[src/rtl/regfile_mp_if.sv]
// regfile_mp_if: bundle of the read, write, claim and status signals of the
// multi-port register file.
//   master : pipeline side (ID read/claim, ALU and ID writeback)
//   slave  : register file side
//   r_addr_0/1, r_val_0/1, r_busy_0/1 : two independent read ports
//   w0_*  : ALU write port, w1_* : ID write port (wins on address clash)
//   claim_enable/claim_addr : mark a register as having a pending write
//   w_collision : sticky flag, both write ports hit one address in a cycle
interface regfile_mp_if #(
    parameter int DATA_WIDTH = 32,
    parameter int ADDR_WIDTH = 3
);
    logic [ADDR_WIDTH-1:0] r_addr_0;
    logic [ADDR_WIDTH-1:0] r_addr_1;
    logic [DATA_WIDTH-1:0] r_val_0;
    logic [DATA_WIDTH-1:0] r_val_1;
    logic                  r_busy_0;
    logic                  r_busy_1;
    logic                  w0_enable;
    logic [ADDR_WIDTH-1:0] w0_addr;
    logic [DATA_WIDTH-1:0] w0_data;
    logic                  w1_enable;
    logic [ADDR_WIDTH-1:0] w1_addr;
    logic [DATA_WIDTH-1:0] w1_data;
    logic                  claim_enable;
    logic [ADDR_WIDTH-1:0] claim_addr;
    logic                  w_collision;

    modport master (
        output r_addr_0, r_addr_1,
        output w0_enable, w0_addr, w0_data,
        output w1_enable, w1_addr, w1_data,
        output claim_enable, claim_addr,
        input  r_val_0, r_val_1, r_busy_0, r_busy_1, w_collision
    );

    modport slave (
        input  r_addr_0, r_addr_1,
        input  w0_enable, w0_addr, w0_data,
        input  w1_enable, w1_addr, w1_data,
        input  claim_enable, claim_addr,
        output r_val_0, r_val_1, r_busy_0, r_busy_1, w_collision
    );
endinterface

[src/rtl/regfile_mp.sv]
// regfile_mp: parametrised register file with two write ports (w0 = ALU,
// w1 = ID), two combinational read ports, optional write-to-read bypass,
// optional hardwired zero register and a per-register busy scoreboard.
//   clk   : clock, all state updates on posedge
//   rst_n : asynchronous active-low reset, also forces read outputs to 0
//   bus   : regfile_mp_if.slave carrying read/write/claim/status signals
module regfile_mp #(
    parameter int DATA_WIDTH = 32,
    parameter int ADDR_WIDTH = 3,
    parameter int ZERO_REG   = 0,
    parameter int BYPASS     = 1
) (
    input  logic        clk,
    input  logic        rst_n,
    regfile_mp_if.slave bus
);
    localparam int DEPTH = 2 ** ADDR_WIDTH;

    logic [DATA_WIDTH-1:0] regs [DEPTH];
    logic [DEPTH-1:0]      busy;
    logic [DEPTH-1:0]      busy_next;
    logic                  collision;

    // Requests that actually touch state (address 0 is dropped when hardwired)
    logic w0_ok;
    logic w1_ok;
    logic claim_ok;

    always_comb begin
        w0_ok    = bus.w0_enable    && !((ZERO_REG != 0) && (bus.w0_addr    == '0));
        w1_ok    = bus.w1_enable    && !((ZERO_REG != 0) && (bus.w1_addr    == '0));
        claim_ok = bus.claim_enable && !((ZERO_REG != 0) && (bus.claim_addr == '0));
    end

    // Writes clear busy first, then a claim re-sets it: a newly issued
    // producer takes precedence over a retiring one on the same register.
    always_comb begin
        busy_next = busy;
        if (w0_ok)    busy_next[bus.w0_addr]    = 1'b0;
        if (w1_ok)    busy_next[bus.w1_addr]    = 1'b0;
        if (claim_ok) busy_next[bus.claim_addr] = 1'b1;
    end

    always_ff @(posedge clk or negedge rst_n) begin
        if (!rst_n) begin
            regs      <= '{default: '0};
            busy      <= '0;
            collision <= 1'b0;
        end else begin
            if (w0_ok) regs[bus.w0_addr] <= bus.w0_data;
            // Issued after w0 so ID wins when both target one register
            if (w1_ok) regs[bus.w1_addr] <= bus.w1_data;
            busy <= busy_next;
            // Collision is judged on raw enables, so it fires at address 0 too
            if (bus.w0_enable && bus.w1_enable && (bus.w0_addr == bus.w1_addr))
                collision <= 1'b1;
        end
    end

    logic [ADDR_WIDTH-1:0] r_addr [2];

    assign r_addr[0] = bus.r_addr_0;
    assign r_addr[1] = bus.r_addr_1;

    for (genvar p = 0; p < 2; p++) begin : g_rd
        logic [DATA_WIDTH-1:0] val;
        logic                  bsy;

        always_comb begin
            val = regs[r_addr[p]];
            bsy = busy[r_addr[p]];
            if (BYPASS != 0) begin
                if (w1_ok && (bus.w1_addr == r_addr[p])) begin
                    val = bus.w1_data;
                    bsy = 1'b0;
                end else if (w0_ok && (bus.w0_addr == r_addr[p])) begin
                    val = bus.w0_data;
                    bsy = 1'b0;
                end
            end
            if ((ZERO_REG != 0) && (r_addr[p] == '0)) begin
                val = '0;
                bsy = 1'b0;
            end
            // Reset must blank reads at once, including bypassed write data
            if (!rst_n) begin
                val = '0;
                bsy = 1'b0;
            end
        end
    end

    assign bus.r_val_0     = g_rd[0].val;
    assign bus.r_val_1     = g_rd[1].val;
    assign bus.r_busy_0    = g_rd[0].bsy;
    assign bus.r_busy_1    = g_rd[1].bsy;
    assign bus.w_collision = collision;
endmodule

[src/flat_wrapper.sv]
// flat-port wrapper written by rule: the top's interface ports become plain ports
module regfile_mp_flat 
#(
    parameter int DATA_WIDTH = 32,
    parameter int ADDR_WIDTH = 3,
    parameter int ZERO_REG   = 0,
    parameter int BYPASS     = 1
)
  (clk, rst_n, bus_r_addr_0, bus_r_addr_1, bus_w0_enable, bus_w0_addr, bus_w0_data, bus_w1_enable, bus_w1_addr, bus_w1_data, bus_claim_enable, bus_claim_addr, bus_r_val_0, bus_r_val_1, bus_r_busy_0, bus_r_busy_1, bus_w_collision);
  regfile_mp_if #(.DATA_WIDTH(DATA_WIDTH), .ADDR_WIDTH(ADDR_WIDTH)) bus_i ();
  input  logic clk;
  input  logic rst_n;
  input wire logic [$bits(bus_i.r_addr_0)-1:0] bus_r_addr_0;
  input wire logic [$bits(bus_i.r_addr_1)-1:0] bus_r_addr_1;
  input wire logic [$bits(bus_i.w0_enable)-1:0] bus_w0_enable;
  input wire logic [$bits(bus_i.w0_addr)-1:0] bus_w0_addr;
  input wire logic [$bits(bus_i.w0_data)-1:0] bus_w0_data;
  input wire logic [$bits(bus_i.w1_enable)-1:0] bus_w1_enable;
  input wire logic [$bits(bus_i.w1_addr)-1:0] bus_w1_addr;
  input wire logic [$bits(bus_i.w1_data)-1:0] bus_w1_data;
  input wire logic [$bits(bus_i.claim_enable)-1:0] bus_claim_enable;
  input wire logic [$bits(bus_i.claim_addr)-1:0] bus_claim_addr;
  output wire logic [$bits(bus_i.r_val_0)-1:0] bus_r_val_0;
  output wire logic [$bits(bus_i.r_val_1)-1:0] bus_r_val_1;
  output wire logic [$bits(bus_i.r_busy_0)-1:0] bus_r_busy_0;
  output wire logic [$bits(bus_i.r_busy_1)-1:0] bus_r_busy_1;
  output wire logic [$bits(bus_i.w_collision)-1:0] bus_w_collision;
  assign bus_i.r_addr_0 = bus_r_addr_0;
  assign bus_i.r_addr_1 = bus_r_addr_1;
  assign bus_i.w0_enable = bus_w0_enable;
  assign bus_i.w0_addr = bus_w0_addr;
  assign bus_i.w0_data = bus_w0_data;
  assign bus_i.w1_enable = bus_w1_enable;
  assign bus_i.w1_addr = bus_w1_addr;
  assign bus_i.w1_data = bus_w1_data;
  assign bus_i.claim_enable = bus_claim_enable;
  assign bus_i.claim_addr = bus_claim_addr;
  assign bus_r_val_0 = bus_i.r_val_0;
  assign bus_r_val_1 = bus_i.r_val_1;
  assign bus_r_busy_0 = bus_i.r_busy_0;
  assign bus_r_busy_1 = bus_i.r_busy_1;
  assign bus_w_collision = bus_i.w_collision;
  regfile_mp #(.DATA_WIDTH(DATA_WIDTH), .ADDR_WIDTH(ADDR_WIDTH), .ZERO_REG(ZERO_REG), .BYPASS(BYPASS)) u_core (.clk(clk), .rst_n(rst_n), .bus(bus_i));
endmodule
[config.mk]
export PLATFORM = sky130hd
export DESIGN_NAME = regfile_mp_flat
export DESIGN_NICKNAME = d
export VERILOG_FILES = /design/src/rtl/regfile_mp_if.sv /design/src/rtl/regfile_mp.sv /design/src/flat_wrapper.sv
export SDC_FILE = /design/constraint.sdc
export NUM_CORES = 1
export LEC_CHECK = 0
export BUFFER_PORTS_ARGS = -buffer_cell sky130_fd_sc_hd__buf_2
export CORE_AREA = 10 10 214 216
export CTS_CLUSTER_DIAMETER = 30
export CTS_CLUSTER_SIZE = 30
export DETAILED_ROUTE_END_ITERATION = 10
export DIE_AREA = 0 0 224 226
export GPL_ROUTABILITY_DRIVEN = 0
export GPL_TIMING_DRIVEN = 1
export PLACE_DENSITY = 0.6
export RECOVER_POWER = 50
export SYNTH_ARGS = -nofsm -noshare
export SYNTH_HDL_FRONTEND = slang
export SYNTH_SLANG_ARGS = --single-unit
export TNS_END_PERCENT = 5
[constraint.sdc]
create_clock -name clk -period 3.4 [get_ports clk]
set_clock_uncertainty 0.2 [all_clocks]
set_input_delay 0.34 -clock clk [delete_from_list [all_inputs] [get_ports clk]]
set_output_delay 0.34 -clock clk [all_outputs]
set_load 0.02 [all_outputs]
# Yosys cells after proc, flatten, opt, wreduce, memory -nomap -nowiden
# Cells that the tools add are included.
# totals
out_inout_bits,67
register_bits,265
in_bits,84
word_cells,88
# op_classes
n_bitwise,9
n_lt_le_gt_ge,14
n_reduce_logical,11
n_mux,39
n_eq_ne,5
# ops
operator,count
bitwise mux 256 bit,2
2-to-1 mux 256 bit,2
2-to-1 mux 32 bit,12
binary-select mux 32 bit (select 3 bit),2
demux 32 bit (select 3 bit),2
2-to-1 mux 8 bit,3
< comparator 3 x 4 -> 1 bit (second input constant),5
bitwise AND 8 bit,2
greater-or-equal comparator 4 bit (second input constant),4
inverter 3 -> 4 bit,4
inverter 8 bit,2
equality test 3 bit,5
logical AND 1 bit,11
2-to-1 mux 1 bit,11
demux 1 bit (select 3 bit),3
greater-or-equal comparator 3 x 1 -> 1 bit (second input constant),3
< comparator 4 x 1 -> 1 bit (second input constant),2
OR 8 bit,1
binary-select mux 1 bit (select 3 bit),2

# Depth between registers and ports, before layout
# logic_depth
word_depth,11
mapped_depth,8
mapped_depth_nobuf,4

# Least setup slack after synthesis
# OpenSTA, ideal clock, no wires.
# synth_timing
path_kind,input to output
from,input port bus_r_addr_0[0]
to,output port bus_r_val_0[23]
arrival_time_ns,1.686
n_path_buf,4
path_stages,8
slack_ns,1.174
required_ns,2.860
cell_sequence,buf_6 > buf_12 > buf_12 > buf_12 > mux2i_1 > a22oi_1 > nand3_1 > a31oi_1
# synth_via
elab_chain_len,7
elab_cells_between_ends,11
cone_classes,eq/ne (2); mux (6); bitwise (1); reduce/logical (2)
# synth_lines
element,line_no,rtl
start: declaration,flat_wrapper.sv:13,input wire logic [$bits(bus_i.r_addr_0)-1:0] bus_r_addr_0;
inverter 3 -> 4 bit (implied by the code),regfile_mp.sv:70,val = regs[r_addr[p]];
binary-select mux 32 bit (select 3 bit),regfile_mp.sv:70,
2-to-1 mux 32 bit (implied by the code) (2 in a row),regfile_mp.sv:70,
2-to-1 mux 32 bit,regfile_mp.sv:76,end else if (w0_ok && (bus.w0_addr == r_addr[p])) begin
2-to-1 mux 32 bit (*),regfile_mp.sv:73,if (w1_ok && (bus.w1_addr == r_addr[p])) begin
2-to-1 mux 32 bit (*),regfile_mp.sv:86,if (!rst_n) begin
end: declaration,flat_wrapper.sv:23,output wire logic [$bits(bus_i.r_val_0)-1:0] bus_r_val_0;
# Every way passes the cells marked *; elsewhere a longest branch is shown, timed or not. The select of a mux whose other input is x is not followed.

# Final worst setup path
# layout_timing
from,input port bus_w0_enable
to,output port bus_r_val_0[8]
# layout_via
elab_chain_len,4
# layout_lines
element,line_no,rtl
start: declaration,flat_wrapper.sv:15,input wire logic [$bits(bus_i.w0_enable)-1:0] bus_w0_enable;
logical AND 1 bit,regfile_mp.sv:76,
2-to-1 mux 32 bit,regfile_mp.sv:76,
2-to-1 mux 32 bit,regfile_mp.sv:73,
2-to-1 mux 32 bit,regfile_mp.sv:86,
# Every way passes these cells.

==> results.py <==
metrics = {
    "layout": {
        "fillers": 3666,
        "finish.instance_area_um2": 22630,
        "finish.utilization": 0.5444,
        "drive_above_1_share": 0.1845,
        "syn_to_final_growth_pct": 22.82,
        "nets": 2176,
        "final_common_cell": "mux2i_1",
        "fin_cells": 2694,
        "final_cell_mix": "386 x mux2i_1, 265 x dfrtp_1, 196 x nand2_1",
    },
    "timing": {
        "finalHoldViolations": 0,
        "slew_violations": 0,
        "hold_ws_ns": 0.009185,
        "fmax_mhz": 321.5,
        "rsz0062_at_grt": "false",
        "worst_pin_slew_ns": 1.440,
        "fin_crit_ns": 3.111,
        "max_slew_margin": 0.03987,
        "period_share": 0.9149,
        "setup_violations": 0,
        "tns_ns": 0,
    },
    "place": {
        "hpwl_um": 40740,
        "dp_cells": 2458,
        "io_buffers": 150,
        "placed_area_um2": 19240,
    },
    "logic_synthesis": {
        "syn_area_um2": 18430,
        "synthFlopType": "dfrtp_1",
        "yosys_register_bits": 265,
        "yosysWarnings": 0,
        "netlist_instances": 1931,
        "synth_top_area_share": 0.3599,
        "synth_largest_area_cell": "dfrtp_1",
        "syn_nets": 2015,
        "synth_cell_types": 35,
        "yosysSeqAreaShare": 0.3599,
        "synth-edff-count": 0,
        "synth_area_leaders": "dfrtp_1 36%, mux2i_1 21%, mux4_2 5.9%, o21ai_0 5.0%, nand2_1 4.0%",
        "avgSynthCellArea_um2": 9.542,
        "async_reset_ff_frac": 1.000,
    },
    "global_route": {
        "grt-ovfl-total": 0,
        "grt_pass1_vias": 16425,
        "grt_max_degree": 67,
        "grt_pass1_wl_um": 100100,
        "grt_antenna_before_repair": 3,
        "grt_use_total": 0.2586,
    },
    "floorplan": {
        "design.core.area_um2": 41570,
        "fp.dieArea_um2": 50620,
        "die_h_um": 226,
        "start_util": 0.4433,
        "ioPinCount": 151,
        "rows": 75,
        "die_w_um": 224,
    },
    "critical_path": {
        "crit_path_start_kind": "primary input",
        "endpoint": "bus_r_val_0[8]",
        "cp.required_ns": 2.86,
        "cp.arrival_ns": 2.57,
        "critPathMaxFanout": 13,
        "reg2reg_slack_ns": 1.87,
        "r2r-start": "u_core.regs[182]$_DFF_PN0_",
        "r2r_cells": 3,
        "end_kind": "output port",
        "critPathKind": "primary input to output port",
        "r2r_end": "u_core.regs[182]$_DFF_PN0_",
        "critPathLaunch": "bus_w0_enable",
    },
    "routing": {
        "drc": 0,
        "wl_um": 66610,
        "wl_per_cell_um": 24.72,
        "final_antenna_net_count": 0,
        "num_vias": 16217,
        "drt-met1-wl_um": 27420,
        "drt_iter0_drc": 1573,
        "viasPerCell": 6.020,
        "routed-wl-met2_um": 31710,
        "first_pass_iters": 6,
        "routed-wl-met3_um": 5100,
        "maxUsedRoutingLayer": "met4",
    },
    "power_and_ir_drop": {
        "leakage_nw": 10.16,
        "peakVddDrop_mv": 0.3852,
        "p_per_area_nw_per_um2": 635.6,
    },
    "job": {
        "max_cap_viol_count": 0,
    },
    "status": {
        "outcome": "finished, final reports clean",
    },
    "clock_tree": {
        "clock_path_buffers": 3,
        "clock_sinks": 265,
        "cts-root-buf": "clkbuf_16",
        "clk_latency_ns": 0.58,
        "cts_made_buffers": 76,
        "cts_max_level": 3,
        "cts_tree": "built",
        "path_clk_slew_ns": 0.04,
    },
    "worst_hold_path": {
        "hp-class": "primary input to flip-flop",
    },
}
==> kinds of logic after synthesis <==
family                    synth area share
buffers and inverters              0.07687
muxes                               0.2969
AOI/OAI and AO/OA                   0.1382
DFF                                 0.3599
xor gates and xnor gates          0.007130
and+or+nand+nor                     0.1210
==> how the worst min path moves through the flow <==
| stage | cells after the start | endpoint | startpoint |
|---|---|---|---|
| 4_1_cts | 3 | u_core.regs[79]$_DFF_PN0_ | bus_w0_data[15] |
| 3_3_place_gp | 1 | u_core.busy[4]$_DFF_PN0_ | rst_n |
| 6_report | 3 | u_core.regs[79]$_DFF_PN0_ | bus_w0_data[15] |
| 3_5_place_dp | 1 | u_core.busy[6]$_DFF_PN0_ | rst_n |
| 5_1_grt | 3 | u_core.regs[15]$_DFF_PN0_ | bus_w0_data[15] |
| 2_1_floorplan | 0 | u_core.bus.w_collision$_DFFE_PN0P_ | rst_n |
==> synthesized netlist by cell type (16+ instances only) <==
library cell  instances
mux2i_1             386
dfrtp_1             265
nand2_1             196
o21ai_0             183
nor2_1              133
a21oi_1             128
clkbuf_1             92
buf_2                86
nand2b_1             70
nand3_1              70
a22oi_1              64
a31oi_1              64
mux4_2               48
mux4_1               20
buf_1                16
buf_6                16
==> worst max-delay path: stages <==
cell and delay, ns:
dlygate4sd3_1 0.57, buf_2 0.27, and4_1 0.25, buf_4 0.28, buf_4 0.28, nand2_1 0.08
a31oi_1 0.26, buf_2 0.22
==> flip-flops by register name, summed over array words and instances (netlist names) <==
signal / flops
u_core.busy: 8
u_core.regs: 256
u_core.bus.w_collision: 1
==> report_power, final <==
part	leakage, nW	internal (mW)	switching, mW
clock	1.23	4.77	2.07
combinational	5.80	1.52	1.61
sequential	3.12	3.87	0.556
==> routing by layer <==
layer,vias up,global-route usage
li1,7305,-
met3,165,0.06084
met4,0,0.1115
met5,-,0
met2,767,0.4163
met1,7980,0.3269
==> what timing repair did <==
action | 4_1_cts | 5_1_grt
setup buffers | 0 | 0
hold endpoints to repair | 413 | 0
resized for setup | 0 | 0
hold buffers | 95 | 0
==> layout make-up <==
| class | count | area [um2] | share of cell area |
|---|---|---|---|
| Inverter | 2 | 7.507 | 0.0003317 |
| Clock buffer | 114 | 2227 | 0.09841 |
| Clock inverter | 24 | 254.0 | 0.01122 |
| Sequential cell | 265 | 6631 | 0.2930 |
| Multi-Input combinational cell | 1420 | 10440 | 0.4613 |
| Timing Repair Buffer | 327 | 2389 | 0.1055 |
| Tap cell | 539 | 674.4 | 0.02980 |
| Antenna cell | 3 | 7.507 | 0.0003317 |
==> metrics by stage <==
step	power [mW]	setup slack [ns]
6_report	14.38	0.2893
5_1_grt	14.99	0.2710
4_1_cts	14.41	0.3594
3_5_place_dp	7.385	0.6174
3_3_place_gp	7.277	0.6508
2_1_floorplan	6.468	1.174
Power figures use the tool's default switching activity.
